**config.mk**
```make
export PLATFORM = sky130hd
export DESIGN_NAME = seq_array_divider
export DESIGN_NICKNAME = d
export VERILOG_FILES = /design/src/rtl/div_pkg.sv /design/src/rtl/div_sub_row.sv /design/src/rtl/seq_array_divider.sv
export SDC_FILE = /design/constraint.sdc
export NUM_CORES = 1
export LEC_CHECK = 0
export CORE_MARGIN = 1.5
export CORE_UTILIZATION = 45
export DETAILED_ROUTE_END_ITERATION = 16
export MAX_ROUTING_LAYER = met4
export PLACE_DENSITY = 0.68
export SLEW_MARGIN = 20
export SYNTH_ARGS = -nofsm -noshare
export SYNTH_HDL_FRONTEND = slang
export SYNTH_SLANG_ARGS = --single-unit
```
**constraint.sdc**
```tcl
create_clock -name clk -period 5.8 [get_ports clk]
set_input_delay 0.58 -clock clk [delete_from_list [all_inputs] [get_ports clk]]
set_output_delay 0.58 -clock clk [all_outputs]
set_load 0.01 [all_outputs]
```
**src/rtl/div_pkg.sv**
```systemverilog
// ----------------------------------------------------------------------------
// div_pkg
// Shared definitions for the sequential restoring divider.
//   div_state_t : controller states (IDLE, BUSY, DONE)
//   CNT_W(n)    : width of the bit counter that walks an n-bit operand
// ----------------------------------------------------------------------------
package div_pkg;

    typedef enum logic [1:0] {
        IDLE = 2'd0,
        BUSY = 2'd1,
        DONE = 2'd2
    } div_state_t;

    // The counter runs from n-1 down to 0.
    // It is kept at least one bit wide so that tiny widths still elaborate.
    function automatic int CNT_W(input int n);
        return (n > 1) ? $clog2(n) : 1;
    endfunction

endpackage

```
**src/rtl/div_sub_row.sv**
```systemverilog
// ----------------------------------------------------------------------------
// div_sub_row
// A single borrow-ripple subtract row with a restore mux. The divider core
// reuses this one row on every iteration.
// Parameters:
//   W          row width (operand width + 1)
// Ports:
//   minuend    in   W  shifted partial remainder
//   subtrahend in   W  zero-extended divisor
//   diff       out  W  minuend - subtrahend (modulo 2^W)
//   borrow     out  1  set when subtrahend > minuend
//   next       out  W  restored (minuend) or subtracted (diff) partial remainder
// ----------------------------------------------------------------------------
module div_sub_row #(
    parameter int W = 9
) (
    input  logic [W-1:0] minuend,
    input  logic [W-1:0] subtrahend,
    output logic [W-1:0] diff,
    output logic         borrow,
    output logic [W-1:0] next
);

    logic [W:0] bor;

    // Ripple the borrow from the LSB upward, one full subtractor per bit.
    // This is the same cell the multiplier array uses, run in reverse.
    always_comb begin
        bor    = '0;
        diff   = '0;
        bor[0] = 1'b0;
        for (int i = 0; i < W; i++) begin
            diff[i]  = minuend[i] ^ subtrahend[i] ^ bor[i];
            bor[i+1] = (~minuend[i] & subtrahend[i]) |
                       (~(minuend[i] ^ subtrahend[i]) & bor[i]);
        end
    end

    // A borrow out means the divisor did not fit.
    // In that case the shifted value is kept unchanged (the restore step).
    assign borrow = bor[W];
    assign next   = borrow ? minuend : diff;

endmodule

```
**src/rtl/seq_array_divider.sv**
```systemverilog
// ----------------------------------------------------------------------------
// seq_array_divider
// Sequential restoring divider that produces one quotient bit per cycle. It
// uses the valid/ready handshake shared with the array multiplier.
// Parameters:
//   N            operand width (N >= 2)
// Ports:
//   clk          in   1  rising-edge clock
//   rst_n        in   1  asynchronous active-low reset
//   in_valid     in   1  operands present
//   in_ready     out  1  high only while idle
//   dividend     in   N  numerator
//   divisor      in   N  denominator
//   out_valid    out  1  result present (held until out_ready)
//   out_ready    in   1  consumer takes result
//   quotient     out  N  dividend / divisor ('1 on divide by zero)
//   remainder    out  N  dividend % divisor (dividend on divide by zero)
//   div_by_zero  out  1  divisor was zero for the current result
// Configuration:
//   DIV_SIGNED_EN  when defined, operands are two's complement.
//                  Magnitudes go through the unsigned core.
//                  Signs are applied in one extra BUSY cycle, so latency is N+2.
// ----------------------------------------------------------------------------
module seq_array_divider
    import div_pkg::*;
#(
    parameter int N = 8
) (
    input  logic         clk,
    input  logic         rst_n,
    input  logic         in_valid,
    output logic         in_ready,
    input  logic [N-1:0] dividend,
    input  logic [N-1:0] divisor,
    output logic         out_valid,
    input  logic         out_ready,
    output logic [N-1:0] quotient,
    output logic [N-1:0] remainder,
    output logic         div_by_zero
);

    localparam int KW = CNT_W(N);
    localparam logic [KW-1:0] K_START = KW'(N - 1);

    div_state_t     state;
    logic [KW-1:0]  k;
    logic [N:0]     p;
    logic [N-1:0]   dvd;
    logic [N-1:0]   dsr;
    logic [N-1:0]   quo;

    logic [N:0]     row_in;
    logic [N:0]     row_diff;
    logic           row_borrow;
    logic [N:0]     row_next;
    logic           unused_bits;

    logic [N-1:0]   dvd_load;
    logic [N-1:0]   dsr_load;

`ifdef DIV_SIGNED_EN
    logic           neg_q;
    logic           neg_r;
    logic           fix;

    // The core only ever sees magnitudes.
    // The magnitude of MIN is 2^(N-1), which still fits in N unsigned bits.
    assign dvd_load = dividend[N-1] ? -dividend : dividend;
    assign dsr_load = divisor[N-1]  ? -divisor  : divisor;
`else
    assign dvd_load = dividend;
    assign dsr_load = divisor;
`endif

    // Bring the next dividend bit into the bottom of the partial remainder.
    // Then try to take the divisor out of it.
    assign row_in = {p[N-1:0], dvd[k]};

    div_sub_row #(.W(N + 1)) u_row (
        .minuend    (row_in),
        .subtrahend ({1'b0, dsr}),
        .diff       (row_diff),
        .borrow     (row_borrow),
        .next       (row_next)
    );

    // The raw difference is only needed inside the row's restore mux.
    // The top bit of P is always zero once a step has finished, because the
    // remainder is then smaller than the divisor.
    assign unused_bits = ^{row_diff, p[N]};

    assign in_ready  = (state == IDLE);
    assign out_valid = (state == DONE);

    // Controller and datapath registers.
    // The visible result registers are written only on entry to DONE.
    // A divide by zero skips the iteration and goes straight to DONE.
    always_ff @(posedge clk or negedge rst_n) begin
        if (!rst_n) begin
            state       <= IDLE;
            k           <= '0;
            p           <= '0;
            dvd         <= '0;
            dsr         <= '0;
            quo         <= '0;
            quotient    <= '0;
            remainder   <= '0;
            div_by_zero <= 1'b0;
`ifdef DIV_SIGNED_EN
            neg_q       <= 1'b0;
            neg_r       <= 1'b0;
            fix         <= 1'b0;
`endif
        end else begin
            case (state)
                IDLE: begin
                    if (in_valid) begin
                        div_by_zero <= 1'b0;
                        if (divisor == '0) begin
                            quotient    <= '1;
                            remainder   <= dividend;
                            div_by_zero <= 1'b1;
                            state       <= DONE;
                        end else begin
                            dvd   <= dvd_load;
                            dsr   <= dsr_load;
                            p     <= '0;
                            quo   <= '0;
                            k     <= K_START;
`ifdef DIV_SIGNED_EN
                            neg_q <= dividend[N-1] ^ divisor[N-1];
                            neg_r <= dividend[N-1];
                            fix   <= 1'b0;
`endif
                            state <= BUSY;
                        end
                    end
                end

                BUSY: begin
`ifdef DIV_SIGNED_EN
                    if (fix) begin
                        // Extra cycle: restore the signs.
                        // The quotient truncates toward zero; the remainder follows the dividend.
                        quotient  <= neg_q ? -quo : quo;
                        remainder <= neg_r ? -p[N-1:0] : p[N-1:0];
                        fix       <= 1'b0;
                        state     <= DONE;
                    end else begin
                        p      <= row_next;
                        quo[k] <= ~row_borrow;
                        if (k == '0) begin
                            fix <= 1'b1;
                        end else begin
                            k <= k - 1'b1;
                        end
                    end
`else
                    p      <= row_next;
                    quo[k] <= ~row_borrow;
                    if (k == '0) begin
                        quotient  <= {quo[N-1:1], ~row_borrow};
                        remainder <= row_next[N-1:0];
                        state     <= DONE;
                    end else begin
                        k <= k - 1'b1;
                    end
`endif
                end

                DONE: begin
                    if (out_ready) begin
                        state <= IDLE;
                    end
                end

                default: state <= IDLE;
            endcase
        end
    end

endmodule

```
==> results.toml <==
[run_status]
outcome = "finished clean"

[critical_path]
path_class = "flop to flop"
timing.reg2reg.worst_path_depth = 19
regToRegEndpoint = "remainder[2]$_DFFE_PN0P_"
type_of_element_capturing_the_critical_path = "flop"
critical_path_peak_fanout = 12
worst_r2r_startpoint = "k[1]$_DFFE_PN0P_"
reg2reg_setup_slack_ns = 0.67
worst_ep_required_time_ns = 6.03
worst_ep_arrival_time_ns = 5.36
cp-start-kind = "flop"

[synth]
synth-edff-count = 0
async_flop_share = 1.00
ys_dominant_reg_cell = "dfrtp_1"
synth_seq_cells = 53
synth_area_per_cell_um2 = 9.45
synth.lib_cells_used.distinct = 40
yosysSeqAreaShare = 0.506
post_synth_instance_area_um2 = 2620
yosys_warnings = 0
syn_nets = 307
post_synth_inst_count = 277

[floorplanning]
core_area_um2 = 5570
core.rowCount = 27
die_area_um2 = 6290
die_h_um = 79.3
floorplan.initialDensity = 0.470
ioPinCount = 39
die_width_um = 79.3

[sta]
grt_setup_unrepaired = "no"
setup_tns_ns = 0
fin_crit_sh = 0.884
worst_slack_ns = 0.672
clock_skew_ns = 0.00829
finalHoldViolations = 0
relative_slew_slack = 0.239
finalMaxSlewViolations = 0
worst_pin_slew_ns = 1.14
timing.final.crit_period_ns = 5.13
clock.fmax_mhz = 195
final-setup-viol-count = 0

[routing]
post_drt_wl_per_cell_um = 15.0
drcViolationCount = 0
first_pass_iters = 4
vias_per_cell = 5.28
antenna_violating_nets_post_route = 0
vias = 2024
route.final.wire_length_um = 5730
initial_drc_count = 158

[global_routing]
tot_gr_track_use = 0.208
grt_antenna_before_repair = 0
first_global_vias = 1981
grt_first_pass_wirelength_um = 9850
grt_max_degree = 54
overflow = 0

[clock_tree]
cts-root-to-sink-buffers = 2
post_cts.repair.setup_buffers = 0
clock_tree.htree_level_count = 2
cts_resized = 0
cts_inserted_buffers = 5
tritoncts = "built"
cts_root_buf = "clkbuf_8"
clock-sinks = 53
clock_insertion_delay_worst_skew_ns = 0.31
cts.hold.buffers_added = 0
clk_pin_slew_worst_paths_ns = 0.10

[cells_and_area]
antenna-diode-count = 0
fill_cells = 492
syn2layout_area_growth_pct = 19.3
total_area_of_multi_input_combinational_cells_um2 = 1160
layout-drive-gt1-share = 0.0643
nNetsFinal = 340
sequential_cell_area_um2 = 1330

[power]
comb_power_share = 0.487
switching_share = 0.420
cellLeakagePower_nw = 1.42
netSwitchingPower_mw = 0.713
power_frac_seq = 0.385
vdd_drop_max_v = 0.000223
power.density_cell_area_nw_per_um2 = 543
power_frac_clock = 0.128
cell_internal_pwr_mw = 0.984

[place]
preCtsSetupSlack_ns = 0.697
globalplace.congestion = 0.900
buffer_ports.inserted = 38
dp_hpwl_um = 4010

[flow_run]
maxCapViolations = 0

[worst_hold_path]
hold_path_class = "input port to async pin"
[final cells by class]
type | count | share of cell area
Timing Repair Buffer | 41 | 0.127
Multi-Input combinational cell | 194 | 0.371
Inverter | 15 | 0.0180
Tap cell | 72 | 0.0288
Sequential cell | 53 | 0.425
Clock buffer | 5 | 0.0220
Clock inverter | 3 | 0.00801
[metal layers]
metal	vias up	routed length (µm)	share of wire	GRT usage
met5	-	0	0	-
met4	0	55	0.0096	0.0596
met3	4	229	0.040	0.0379
met2	55	2610	0.46	0.310
met1	972	2830	0.49	0.292
li1	993	-	-	-
[power groups by stage]
stage / Sequential [mW] / Clock, mW / Combinational (mW)
2_1_floorplan: 0.642 / 0 / 0.561
3_3_place_gp: 0.654 / 0 / 0.804
3_5_place_dp: 0.659 / 0 / 0.828
4_1_cts: 0.653 / 0.222 / 0.832
5_1_grt: 0.675 / 0.241 / 0.937
6_report: 0.654 / 0.217 / 0.827
[critical path, cell delays in order, from the launching register on]
cell and delay (ns):
dfrtp_1 0.57, mux2i_1 0.22, o21ai_0 0.09, a211oi_1 0.35
ha_1 0.23, fa_1 0.17, inv_1 0.05, fa_1 0.37
fa_1 0.39, fa_1 0.39, fa_1 0.36, inv_1 0.07
fa_1 0.16, inv_1 0.05, fa_1 0.39, nor2_1 0.59
nand2_1 0.14, a21oi_1 0.21, a21oi_1 0.06, o21ai_0 0.18
[flip-flops by register name, indices dropped and copies added, names as in the netlist]
signal / cells
remainder: 8
quotient: 8
quo: 7
state: 2
dsr: 8
p: 8
dvd: 8
div_by_zero: 1
k: 3
[cell usage after synthesis (3+ instances only)]
cell | count | area share
nand2_1 | 67 | 0.096
dfrtp_1 | 53 | 0.51
nor2_1 | 22 | 0.032
o21ai_0 | 17 | 0.032
inv_1 | 15 | 0.021
a21oi_1 | 14 | 0.027
mux2i_1 | 10 | 0.038
fa_1 | 7 | 0.054
nor3_1 | 7 | 0.013
buf_2 | 6 | 0.011
clkbuf_1 | 6 | 0.0086
nor4_1 | 6 | 0.014
a21o_1 | 5 | 0.014
nor2b_1 | 5 | 0.012
a22o_1 | 3 | 0.010
ha_1 | 3 | 0.014
nand3b_1 | 3 | 0.0086
[cells in the final DEF (no fill, tap or decap), types with 2 or more instances in the layout]
cell,instances
nor4_1,6
nand2b_1,2
ha_1,3
buf_4,3
nor3_1,7
nor2_1,22
mux2i_1,10
a31oi_1,2
or4_4,2
clkdlybuf4s50_1,37
o21ai_0,17
inv_1,15
dfrtp_1,53
a22o_1,3
nand3b_1,3
a21oi_1,14
fa_1,7
a22oi_1,2
nor2b_1,4
a21o_1,5
nand2_1,67
clkbuf_8,5
[through the flow]
step,std cells,power [mW],hold WS (ns),utilization,cell area [µm²]
finish,383,1.70,0.376,0.560,3120
global route,383,1.85,0.448,0.560,3120
detailed placement,375,1.49,0.456,0.543,3030
CTS,383,1.71,0.398,0.560,3120
global placement,375,1.46,0.450,0.543,3030
floorplan,277,1.20,0.284,-,2620
[kinds of logic after synthesis]
group	synth area share
mux	0.0382
fa+ha+maj	0.0678
compound gates	0.130
buf+inv	0.0516
simple gates	0.205
flops	0.506
[how the worst max path moves through the flow]
| stage | startpoint | slack [ns] | cells after the start | endpoint |
|---|---|---|---|---|
| 3_5_place_dp | k[1]$_DFFE_PN0P_ | 0.70 | 17 | p[6]$_DFFE_PN0P_ |
| 6_report | k[1]$_DFFE_PN0P_ | 0.67 | 19 | remainder[2]$_DFFE_PN0P_ |
| 3_3_place_gp | k[1]$_DFFE_PN0P_ | 0.89 | 18 | remainder[6]$_DFFE_PN0P_ |
| 5_1_grt | k[1]$_DFFE_PN0P_ | 0.20 | 19 | remainder[2]$_DFFE_PN0P_ |
| 4_1_cts | k[1]$_DFFE_PN0P_ | 0.67 | 18 | remainder[6]$_DFFE_PN0P_ |
| 2_1_floorplan | k[2]$_DFFE_PN0P_ | 1.33 | 21 | remainder[0]$_DFFE_PN0P_ |
No activity file was read; power rests on OpenSTA's default activity.
